$ cat src/rtl/uart_pkg.sv
// Shared UART definitions: FSM state encoding, baud divisor and parity helpers.
// UART_TX_PARITY_EN adds the PARITY state to the encoding.
package uart_pkg;

  localparam int unsigned DATA_BITS = 8;

  typedef enum logic [2:0] {
    S_IDLE   = 3'd0,
    S_START  = 3'd1,
    S_DATA   = 3'd2,
`ifdef UART_TX_PARITY_EN
    S_PARITY = 3'd3,
`endif
    S_STOP   = 3'd4
  } uart_state_e;

  // Rounded clocks-per-bit; shared with the receiver so both ends agree.
  function automatic int unsigned calc_div(input int unsigned clk_hz, input int unsigned baud);
    return (clk_hz + (baud / 32'd2)) / baud;
  endfunction

  function automatic logic even_parity(input logic [DATA_BITS-1:0] data);
    return ^data;
  endfunction

endpackage

$ cat src/rtl/uart_tx_if.sv
// Byte handshake between the SOC core (master) and the UART transmitter (slave).
interface uart_tx_if;
  logic [7:0] tx_data;
  logic       tx_valid;
  logic       tx_ready;

  modport master (output tx_data, output tx_valid, input tx_ready);
  modport slave  (input tx_data, input tx_valid, output tx_ready);
endinterface

$ cat src/rtl/uart_tx_fifo.sv
// Synchronous FIFO for the transmitter; pointers carry one extra wrap bit
// so full and empty are told apart without a separate counter.
module uart_tx_fifo #(
  parameter int unsigned DEPTH = 4,
  parameter int unsigned WIDTH = 8
) (
  input  logic                     clk,
  input  logic                     resetn,
  input  logic                     push_i,
  input  logic [WIDTH-1:0]         din_i,
  input  logic                     pop_i,
  output logic [WIDTH-1:0]         dout_o,
  output logic                     full_o,
  output logic                     empty_o,
  output logic [$clog2(DEPTH):0]   level_o
);

  localparam int unsigned AW = $clog2(DEPTH);

  logic [WIDTH-1:0] mem_q [DEPTH];
  logic [AW:0]      wr_q;
  logic [AW:0]      rd_q;
  logic             do_push_s;
  logic             do_pop_s;

  assign full_o    = (wr_q[AW] != rd_q[AW]) && (wr_q[AW-1:0] == rd_q[AW-1:0]);
  assign empty_o   = (wr_q == rd_q);
  assign level_o   = wr_q - rd_q;
  assign dout_o    = mem_q[rd_q[AW-1:0]];
  assign do_push_s = push_i && !full_o;
  assign do_pop_s  = pop_i && !empty_o;

  always_ff @(posedge clk) begin
    if (!resetn) begin
      wr_q <= '0;
      rd_q <= '0;
    end else begin
      if (do_push_s) begin
        wr_q <= wr_q + (AW+1)'(1);
      end
      if (do_pop_s) begin
        rd_q <= rd_q + (AW+1)'(1);
      end
    end
  end

  always_ff @(posedge clk) begin
    if (do_push_s) begin
      mem_q[wr_q[AW-1:0]] <= din_i;
    end
  end

endmodule

$ cat src/rtl/uart_tx.sv
// Byte-wide UART transmitter: 8N1 frames on txd from a small FIFO.
// Define UART_TX_PARITY_EN to insert an even parity bit (8E1).
module uart_tx
  import uart_pkg::*;
#(
  parameter int unsigned CLK_FREQ_HZ = 12_000_000,
  parameter int unsigned BAUD_RATE   = 115_200,
  parameter int unsigned FIFO_DEPTH  = 4
) (
  input  logic                          clk,
  input  logic                          resetn,
  uart_tx_if.slave                      bus,
  output logic                          txd,
  output logic                          busy,
  output logic [$clog2(FIFO_DEPTH):0]   fifo_level
);

  localparam int unsigned DIV = calc_div(CLK_FREQ_HZ, BAUD_RATE);
  localparam int unsigned CW  = $clog2(DIV);
  localparam logic [CW-1:0] CNT_MAX = CW'(DIV - 1);

  uart_state_e   state_q;
  logic [CW-1:0] cnt_q;
  logic [7:0]    shift_q;
  logic [2:0]    idx_q;
  logic          txd_q;
`ifdef UART_TX_PARITY_EN
  logic          par_q;
`endif

  logic          push_s;
  logic          pop_s;
  logic          cnt_last_s;
  logic [7:0]    fifo_dout_s;
  logic          fifo_full_s;
  logic          fifo_empty_s;

  uart_tx_fifo #(
    .DEPTH (FIFO_DEPTH),
    .WIDTH (8)
  ) u_fifo (
    .clk     (clk),
    .resetn  (resetn),
    .push_i  (push_s),
    .din_i   (bus.tx_data),
    .pop_i   (pop_s),
    .dout_o  (fifo_dout_s),
    .full_o  (fifo_full_s),
    .empty_o (fifo_empty_s),
    .level_o (fifo_level)
  );

  assign bus.tx_ready = !fifo_full_s;
  assign push_s       = bus.tx_valid && !fifo_full_s;
  assign cnt_last_s   = (cnt_q == '0);
  assign txd          = txd_q;
  assign busy         = (state_q != S_IDLE) || !fifo_empty_s;

  // Pop in IDLE, or on the last STOP cycle so frames run back to back.
  always_comb begin
    pop_s = 1'b0;
    if (state_q == S_IDLE) begin
      pop_s = !fifo_empty_s;
    end else if (state_q == S_STOP) begin
      pop_s = cnt_last_s && !fifo_empty_s;
    end else begin
      pop_s = 1'b0;
    end
  end

  always_ff @(posedge clk) begin
    if (!resetn) begin
      state_q <= S_IDLE;
      cnt_q   <= '0;
      shift_q <= 8'h00;
      idx_q   <= 3'd0;
      txd_q   <= 1'b1;
`ifdef UART_TX_PARITY_EN
      par_q   <= 1'b0;
`endif
    end else begin
      case (state_q)
        S_IDLE: begin
          txd_q <= 1'b1;
          if (!fifo_empty_s) begin
            state_q <= S_START;
            cnt_q   <= CNT_MAX;
            shift_q <= fifo_dout_s;
            txd_q   <= 1'b0;
`ifdef UART_TX_PARITY_EN
            par_q   <= even_parity(fifo_dout_s);
`endif
          end
        end
        S_START: begin
          if (cnt_last_s) begin
            state_q <= S_DATA;
            cnt_q   <= CNT_MAX;
            idx_q   <= 3'd0;
            txd_q   <= shift_q[0];
          end else begin
            cnt_q   <= cnt_q - CW'(1);
          end
        end
        S_DATA: begin
          if (cnt_last_s) begin
            cnt_q <= CNT_MAX;
            if (idx_q == 3'd7) begin
`ifdef UART_TX_PARITY_EN
              state_q <= S_PARITY;
              txd_q   <= par_q;
`else
              state_q <= S_STOP;
              txd_q   <= 1'b1;
`endif
            end else begin
              // Next bit is shift_q[1]: drive it while shifting so txd stays registered.
              shift_q <= {1'b0, shift_q[7:1]};
              idx_q   <= idx_q + 3'd1;
              txd_q   <= shift_q[1];
            end
          end else begin
            cnt_q <= cnt_q - CW'(1);
          end
        end
`ifdef UART_TX_PARITY_EN
        S_PARITY: begin
          if (cnt_last_s) begin
            state_q <= S_STOP;
            cnt_q   <= CNT_MAX;
            txd_q   <= 1'b1;
          end else begin
            cnt_q   <= cnt_q - CW'(1);
          end
        end
`endif
        S_STOP: begin
          if (cnt_last_s) begin
            if (!fifo_empty_s) begin
              state_q <= S_START;
              cnt_q   <= CNT_MAX;
              shift_q <= fifo_dout_s;
              txd_q   <= 1'b0;
`ifdef UART_TX_PARITY_EN
              par_q   <= even_parity(fifo_dout_s);
`endif
            end else begin
              state_q <= S_IDLE;
              txd_q   <= 1'b1;
            end
          end else begin
            cnt_q <= cnt_q - CW'(1);
          end
        end
        default: begin
          state_q <= S_IDLE;
          txd_q   <= 1'b1;
        end
      endcase
    end
  end

endmodule

$ cat src/flat_wrapper.sv
// flat-port wrapper written by rule: the top's interface ports become plain ports
module uart_tx_flat import uart_pkg::*;
#(
  parameter int unsigned CLK_FREQ_HZ = 12_000_000,
  parameter int unsigned BAUD_RATE   = 115_200,
  parameter int unsigned FIFO_DEPTH  = 4
)
  (clk, resetn, txd, busy, fifo_level, bus_tx_data, bus_tx_valid, bus_tx_ready);
  uart_tx_if bus_i ();
  input  logic clk;
  input  logic resetn;
  output logic txd;
  output logic busy;
  output logic [$clog2(FIFO_DEPTH):0] fifo_level;
  input wire logic [$bits(bus_i.tx_data)-1:0] bus_tx_data;
  input wire logic [$bits(bus_i.tx_valid)-1:0] bus_tx_valid;
  output wire logic [$bits(bus_i.tx_ready)-1:0] bus_tx_ready;
  assign bus_i.tx_data = bus_tx_data;
  assign bus_i.tx_valid = bus_tx_valid;
  assign bus_tx_ready = bus_i.tx_ready;
  uart_tx #(.CLK_FREQ_HZ(CLK_FREQ_HZ), .BAUD_RATE(BAUD_RATE), .FIFO_DEPTH(FIFO_DEPTH)) u_core (.clk(clk), .resetn(resetn), .bus(bus_i), .txd(txd), .busy(busy), .fifo_level(fifo_level));
endmodule
$ cat config.mk
export PLATFORM = sky130hd
export DESIGN_NAME = uart_tx_flat
export DESIGN_NICKNAME = d
export VERILOG_FILES = /design/src/rtl/uart_pkg.sv /design/src/rtl/uart_tx_if.sv /design/src/rtl/uart_tx_fifo.sv /design/src/rtl/uart_tx.sv /design/src/flat_wrapper.sv
export SDC_FILE = /design/constraint.sdc
export NUM_CORES = 1
export LEC_CHECK = 0
export BUFFER_PORTS_ARGS = -buffer_cell sky130_fd_sc_hd__buf_2
export CAP_MARGIN = 20
export CORE_MARGIN = 1.5
export CORE_UTILIZATION = 30
export DETAILED_ROUTE_END_ITERATION = 10
export REMOVE_ABC_BUFFERS = 1
export SYNTH_ARGS = -nofsm -noshare
export SYNTH_HDL_FRONTEND = slang
export SYNTH_SLANG_ARGS = --single-unit
$ cat constraint.sdc
create_clock -name clk -period 1.9 [get_ports clk]
set_clock_uncertainty 0.15 [all_clocks]
set_input_delay 0.19 -clock clk [delete_from_list [all_inputs] [get_ports clk]]
set_output_delay 0.19 -clock clk [all_outputs]
set_load 0.005 [all_outputs]
Word level (Yosys, flattened, before mapping)
Memory sizes are Yosys's and may differ from the RTL's. A register that Yosys moved wholly into a read port is not among the register bits.
Index checks and enable logic that the tools add are counted.
W data, S select, Z words.

cells by class
  equal/unequal tests = 13
  add/subtract/negate cells = 5
  muxes and demuxes = 32
  reductions and logical operators = 19

operators with widths
  operator               number
  $mux W8                4
  $mux W3                8
  $pmux W8 S3            1
  $mux W7                3
  $pmux W7 S3            1
  $pmux W3 S4            1
  $mux W1                10
  $add A3 B1 Y3 const B  3
  $reduce_bool A3 Y1     3
  $ne A2 B1 Y1 const B   4
  $reduce_and A4 Y1      2
  $logic_not A7 Y1       1
  $sub A7 B1 Y7 const B  1
  $eq A3 B3 Y1 const B   2
  $pmux W3 S2            1
  $logic_and A1 B1 Y1    5
  $reduce_and A5 Y1      1
  $mux W2                2
  $ne A2 B2 Y1 const B   2
  $pmux W1 S4            1
  $eq A3 B1 Y1 const B   1
  $eq A3 B2 Y1 const B   1
  $eq A3 B3 Y1           1
  $logic_not A3 Y1       1
  other kinds (8)        9

storage, ports and cells
  memories = 1
  RAM bits = 32
  output and inout bits = 6
  register bits after elaboration = 28
  input port bits = 11

memory list
  name                 words  width  rd ports  clocked after Yosys merged registers in  write ports  line                source
  u_core.u_fifo.mem_q  4      8      1         1                                        1            uart_tx_fifo.sv:20  logic [WIDTH-1:0] mem_q [DEPTH];

Logic depth before layout (Yosys ltp)
  depth after elaboration = 8
  depth in mapped cells = 8
  depth with buffers taken out = 7

Cells and area by module
A second synthesis with hierarchy kept.

second synthesis, totals
  cells, all modules = 269
  area total of the unflattened synthesis = 3,168.0 um^2

by module, submodules not included
  module        instances  sequential area each (um^2)  area each (um^2)  cells an instance
  uart_tx_fifo  1          1,121.1                      1,747.9           110
  uart_tx       1          440.4                        1,420.1           159

Worst setup path after synthesis
Ideal clock, no wire load.

  path kind = register -> register
  start point = reg u_core.u_fifo.rd_q[1]
  end point = mem u_core.u_fifo.mem_q[3][0], enable pin
  setup slack = -0.055 ns
  path buffers = 0
  cell stages (with the launch flop) = 5
  clock period less this slack = 1.955 ns
  setup time = 0.340 ns
  arrival = 1.466 ns
  cells stage by stage = dfxtp_1 inv_1 ha_1 a31oi_1 and2_1

on the way
  longest elaborated chain between the ends = 7

ends and longest elaborated chain
  what                             line                               source
  from (decl)                      uart_tx_fifo.sv:22                 logic [AW:0] rd_q;
  from (signal assigned)           uart_tx_fifo.sv:42                 rd_q <= rd_q + (AW+1)'(1);
  $eq A2 B2 Y1 *                   uart_tx_fifo.sv:26                 assign full_o = (wr_q[AW] != rd_q[AW]) && (wr_q[AW-1:0] == rd_q[AW-1:0]);
  $logic_and A1 B1 Y1 *            uart_tx_fifo.sv:26
  $logic_not A1 Y1 *               uart_tx_fifo.sv:30, uart_tx.sv:54
  $logic_and A1 B1 Y1              uart_tx.sv:54                      assign push_s = bus.tx_valid && !fifo_full_s;
  $logic_and A1 B1 Y1 *            uart_tx_fifo.sv:30                 assign do_push_s = push_i && !full_o;
  $mux W1 *                        uart_tx_fifo.sv:48                 if (do_push_s) begin
  $mux W1 (not written as such) *  uart_tx_fifo.sv:49                 mem_q[wr_q[AW-1:0]] <= din_i;
  to (decl)                        uart_tx_fifo.sv:20

Mark *: on every way between the ends. The rest lies on a longest branch, timed or not.

Worst setup path in the final report
  start point = reg u_core.cnt_q[3]
  end point = reg u_core.u_fifo.rd_q[1]

on the way
  longest elaborated chain between the ends = 5

ends and longest elaborated chain
  what                    line                source
  from (decl)             uart_tx.sv:23       logic [CW-1:0] cnt_q;
  from (signal assigned)  uart_tx.sv:102      cnt_q <= cnt_q - CW'(1);
  from (signal assigned)  uart_tx.sv:123      cnt_q <= cnt_q - CW'(1);
  from (signal assigned)  uart_tx.sv:152      cnt_q <= cnt_q - CW'(1);
  $logic_not A7 Y1        uart_tx.sv:55       assign cnt_last_s = (cnt_q == '0);
  $logic_and A1 B1 Y1     uart_tx.sv:65       pop_s = cnt_last_s && !fifo_empty_s;
  $mux W1                 uart_tx.sv:64       end else if (state_q == S_STOP) begin
  $mux W1                 uart_tx.sv:62       if (state_q == S_IDLE) begin
  $logic_and A1 B1 Y1     uart_tx_fifo.sv:31  assign do_pop_s = pop_i && !empty_o;

Every way passes these cells.
A chain may end at the register's enable or synchronous reset.

==> flow_metrics.env <==
export IMPL_status="complete, but fails checks"
export IMPL_failing_checks="setup timing"
export IMPL_slew_headroom_pct=65.2
export IMPL_arrival_ps=1990
export IMPL_start_kind="register"
export IMPL_numCtsBuffers=9
export IMPL_worst_pin_slew_ps=521
export IMPL_power_density_over_the_cells_nw_per_um2=1410
export IMPL_cap_viol_max_count=0
export IMPL_p_sw_mw=1.77
export IMPL_timing_critical_path_fanout_max=6
export IMPL_floorplan_die_height_um=101
export IMPL_hold_path_startpoint="resetn"
export IMPL_floorplan_io_pins=17
export IMPL_p_clk_share_pct=22.9
export IMPL_finalWorstSetupSlack_ps=-27.7
export IMPL_final_setup_viol_count=5
export IMPL_report_final_hold_viol_count=0
export IMPL_yosysWarningCount=0
export IMPL_vias_per_cell=4.61
export IMPL_synth_avg_cell_area_um2=12.7
export IMPL_antenna_found_initial=0
export IMPL_worst_endpoint_required_ps=1970
export IMPL_cts_tree="built"
export IMPL_num_nets_final=313
export IMPL_die_w_um=101
export IMPL_route_final_wire_length_um=5900
export IMPL_pwr_share_comb_pct=42.9
export IMPL_layout_drive_gt1_share_pct=39.7
export IMPL_min_path_type="primary input to register"
export IMPL_netSwitchingFraction_pct=32.8
export IMPL_floorplan_core_area_um2=9240
export IMPL_synthToLayoutAreaGrowth_pct=33.9
export IMPL_setup_reg_to_reg_worst_slack_ps=-30
export IMPL_grt_pass1_vias=1951
export IMPL_total_leakage_power_nw=1.56
export IMPL_clkTransAtPathRegs_ps=70
export IMPL_post_route_util_pct=41.4
export IMPL_r2r_start="u_core.cnt_q[3]"
export IMPL_cts_root_buffer_cell="sky130_fd_sc_hd__clkbuf_8"
export IMPL_critical_path_class="register to register"
export IMPL_post_syn_instances=225
export IMPL_drt_iter0_markers=93
export IMPL_numPortBuffers=16
export IMPL_crit_end="u_core.u_fifo.rd_q[1]"
export IMPL_maximum_vdd_ir_drop_mv=0.737
export IMPL_detail_route_antenna_nets=0
export IMPL_detailedRoute_firstPassIterationCount=4
export IMPL_cellInternalPower_mw=3.62
export IMPL_cts_num_sinks=62
export IMPL_ys_types=51
export IMPL_grt_overflow=0
export IMPL_starting_utilization_of_the_core_area_pct=31.0
export IMPL_synth_enable_flop_cells=32
export IMPL_netlist_area_um2=2860
export IMPL_gp_routability_congestion=0.813
export IMPL_die_area_um2=10100
export IMPL_synth_main_ff_cell="sky130_fd_sc_hd__edfxtp_1"
export IMPL_avgRoutedWirePerCell_um=13.9
export IMPL_grt_setup_unrepaired="yes"
export IMPL_final_period_minus_worst_setup_slack_ps=1930
export IMPL_wire_length_of_the_first_global_routing_pass_um=9560
export IMPL_setup_worst_path_end_class="register"
export IMPL_worst_hold_slack_ps=178
export IMPL_timing_fmax_mhz=519
export IMPL_yosysSeqAreaShare_pct=54.6
export IMPL_routed_via_count=1953
export IMPL_period_share_pct=101
export IMPL_h_tree_depth=3
export IMPL_setup_tns_ps=-72.4
export IMPL_clock_path_buffers=2
export IMPL_reg2reg_depth=5
export IMPL_grt_start_max_net_pins=32
export IMPL_ys_ff_latch=62
export IMPL_r2r_end="u_core.u_fifo.rd_q[1]"
export IMPL_num_fill_cells=863
export IMPL_report_final_slew_viol_count=0
export IMPL_remaining_design_rule_violation_count=0
export IMPL_rows=35
export IMPL_power_sequential_fraction_pct=34.1
export IMPL_antenna_diode_count=0
export IMPL_timing_critical_path_from="u_core.cnt_q[3]"
export IMPL_grt_total_usage_pct=12.6
export IMPL_power_total_mw=5.38
export IMPL_clk_latency_ps=330
export IMPL_synth_async_sr_flop_share_pct=0
export IMPL_detailedPlacementHpwl_um=3780
## logic make-up after synthesis
kind of cell	Yosys count	synth area share, %
AOI/OAI and AO/OA	32	9.41
xor gates and xnor gates	9	3.02
adders and majority gates	12	5.51
buffers and inverters	18	2.89
DFF	62	54.6
muxes	19	10.1
and+or+nand+nor	73	14.4
## cell type report
type / count / area [um2] / share of cell area (%)
flip-flops and latches: 62 / 1580 / 41.1
well taps: 129 / 161 / 4.21
inverters: 8 / 32.5 / 0.849
multi-input cells: 146 / 1340 / 35.1
clock buffers: 10 / 128 / 3.33
clock inverters: 6 / 86.3 / 2.25
repair buffers: 63 / 503 / 13.1
## layer usage
| metal | global-route usage, % | up-vias | wire (um) |
|---|---|---|---|
| li1 | - | 967 | - |
| met1 | 15.1 | 948 | 2610 |
| met2 | 21.6 | 29 | 3030 |
| met3 | 2.15 | 9 | 144 |
| met4 | 6.83 | 0 | 107 |
| met5 | 0 | - | 0 |
## flip-flops by register name, indices dropped and copies added, names as in the netlist, named ones only
signal,cells
u_core.u_fifo.wr_q,3
u_core.cnt_q,7
u_core.shift_q,8
u_core.u_fifo.rd_q,3
u_core.idx_q,3
u_core.u_fifo.mem_q,32
u_core.txd,1
u_core.state_q,3
## layout by cell type, fill, tap and decap left out, drive strengths merged, types with 8 or more instances in the layout
master and n:
and2 8, mux4 8, o211a 9, nand2 19
nor2 11, clkbuf 10, dlygate4sd3 8, buf 55
inv 8, mux2i 11, edfxtp 32, dfxtp 30
ha 11
## synth_stat cells (all sizes together) (3+ instances only)
master | n | area share, %
clkbuf | 5 | 0.66
edfxtp | 32 | 34
o211a | 9 | 3.1
nand2b | 4 | 0.87
and3 | 3 | 0.83
xnor2 | 6 | 1.8
mux4 | 8 | 6.3
mux2i | 11 | 3.8
ha | 11 | 4.8
nor2b | 7 | 1.5
nor2 | 11 | 1.4
nand3 | 6 | 1.0
nand2 | 19 | 2.5
xor2 | 3 | 1.2
buf | 5 | 1.2
o21ai | 5 | 1.0
and2 | 8 | 1.7
inv | 8 | 1.0
dfxtp | 30 | 21
a31oi | 3 | 0.66
## stage by stage
| stage | cells | instance area (um2) | worst slack [ps] |
|---|---|---|---|
| 2_1_floorplan | 215 | 2810 | -92.7 |
| 3_3_place_gp | 392 | 3310 | -48.9 |
| 3_5_place_dp | 392 | 3310 | -103 |
| 4_1_cts | 421 | 3700 | -32.8 |
| 5_1_grt | 424 | 3830 | -80.4 |
| 6_report | 424 | 3830 | -27.7 |
## power groups by stage
stage | clock network [mW] | logic, mW | registers, mW
2_1_floorplan | 0 | 1.19 | 1.87
3_3_place_gp | 0 | 1.91 | 1.84
3_5_place_dp | 0 | 1.94 | 1.84
4_1_cts | 1.27 | 2.14 | 1.82
5_1_grt | 1.33 | 2.55 | 1.87
6_report | 1.24 | 2.31 | 1.84
## what timing repair did
action	in CTS	in global routing
hold buffers	8	0
setup buffers	4	3
pin swaps	4	6
setup endpoints to repair	26	36
gates cloned	1	0
hold endpoints to repair	32	0
resized for setup	17	27
## worst min-delay path by stage
stage | end | slack (ps) | cells after the start
after floorplan | u_core.txd | 130 | 1
after global placement | u_core.u_fifo.mem_q[1][4] | 260 | 1
after detailed placement | u_core.u_fifo.mem_q[1][4] | 260 | 1
after CTS | u_core.txd | 180 | 2
after global routing | u_core.txd | 200 | 2
final | u_core.txd | 180 | 2
## critical path: stages, from the launching register on
cell and delay, ps:
sky130_fd_sc_hd__dfxtp_2 320, sky130_fd_sc_hd__or4_4 590, sky130_fd_sc_hd__o21ai_4 230, sky130_fd_sc_hd__and3_4 250, sky130_fd_sc_hd__mux2i_1 190, sky130_fd_sc_hd__nor2b_1 70
Note: power is estimated with default switching activity, not from simulation.
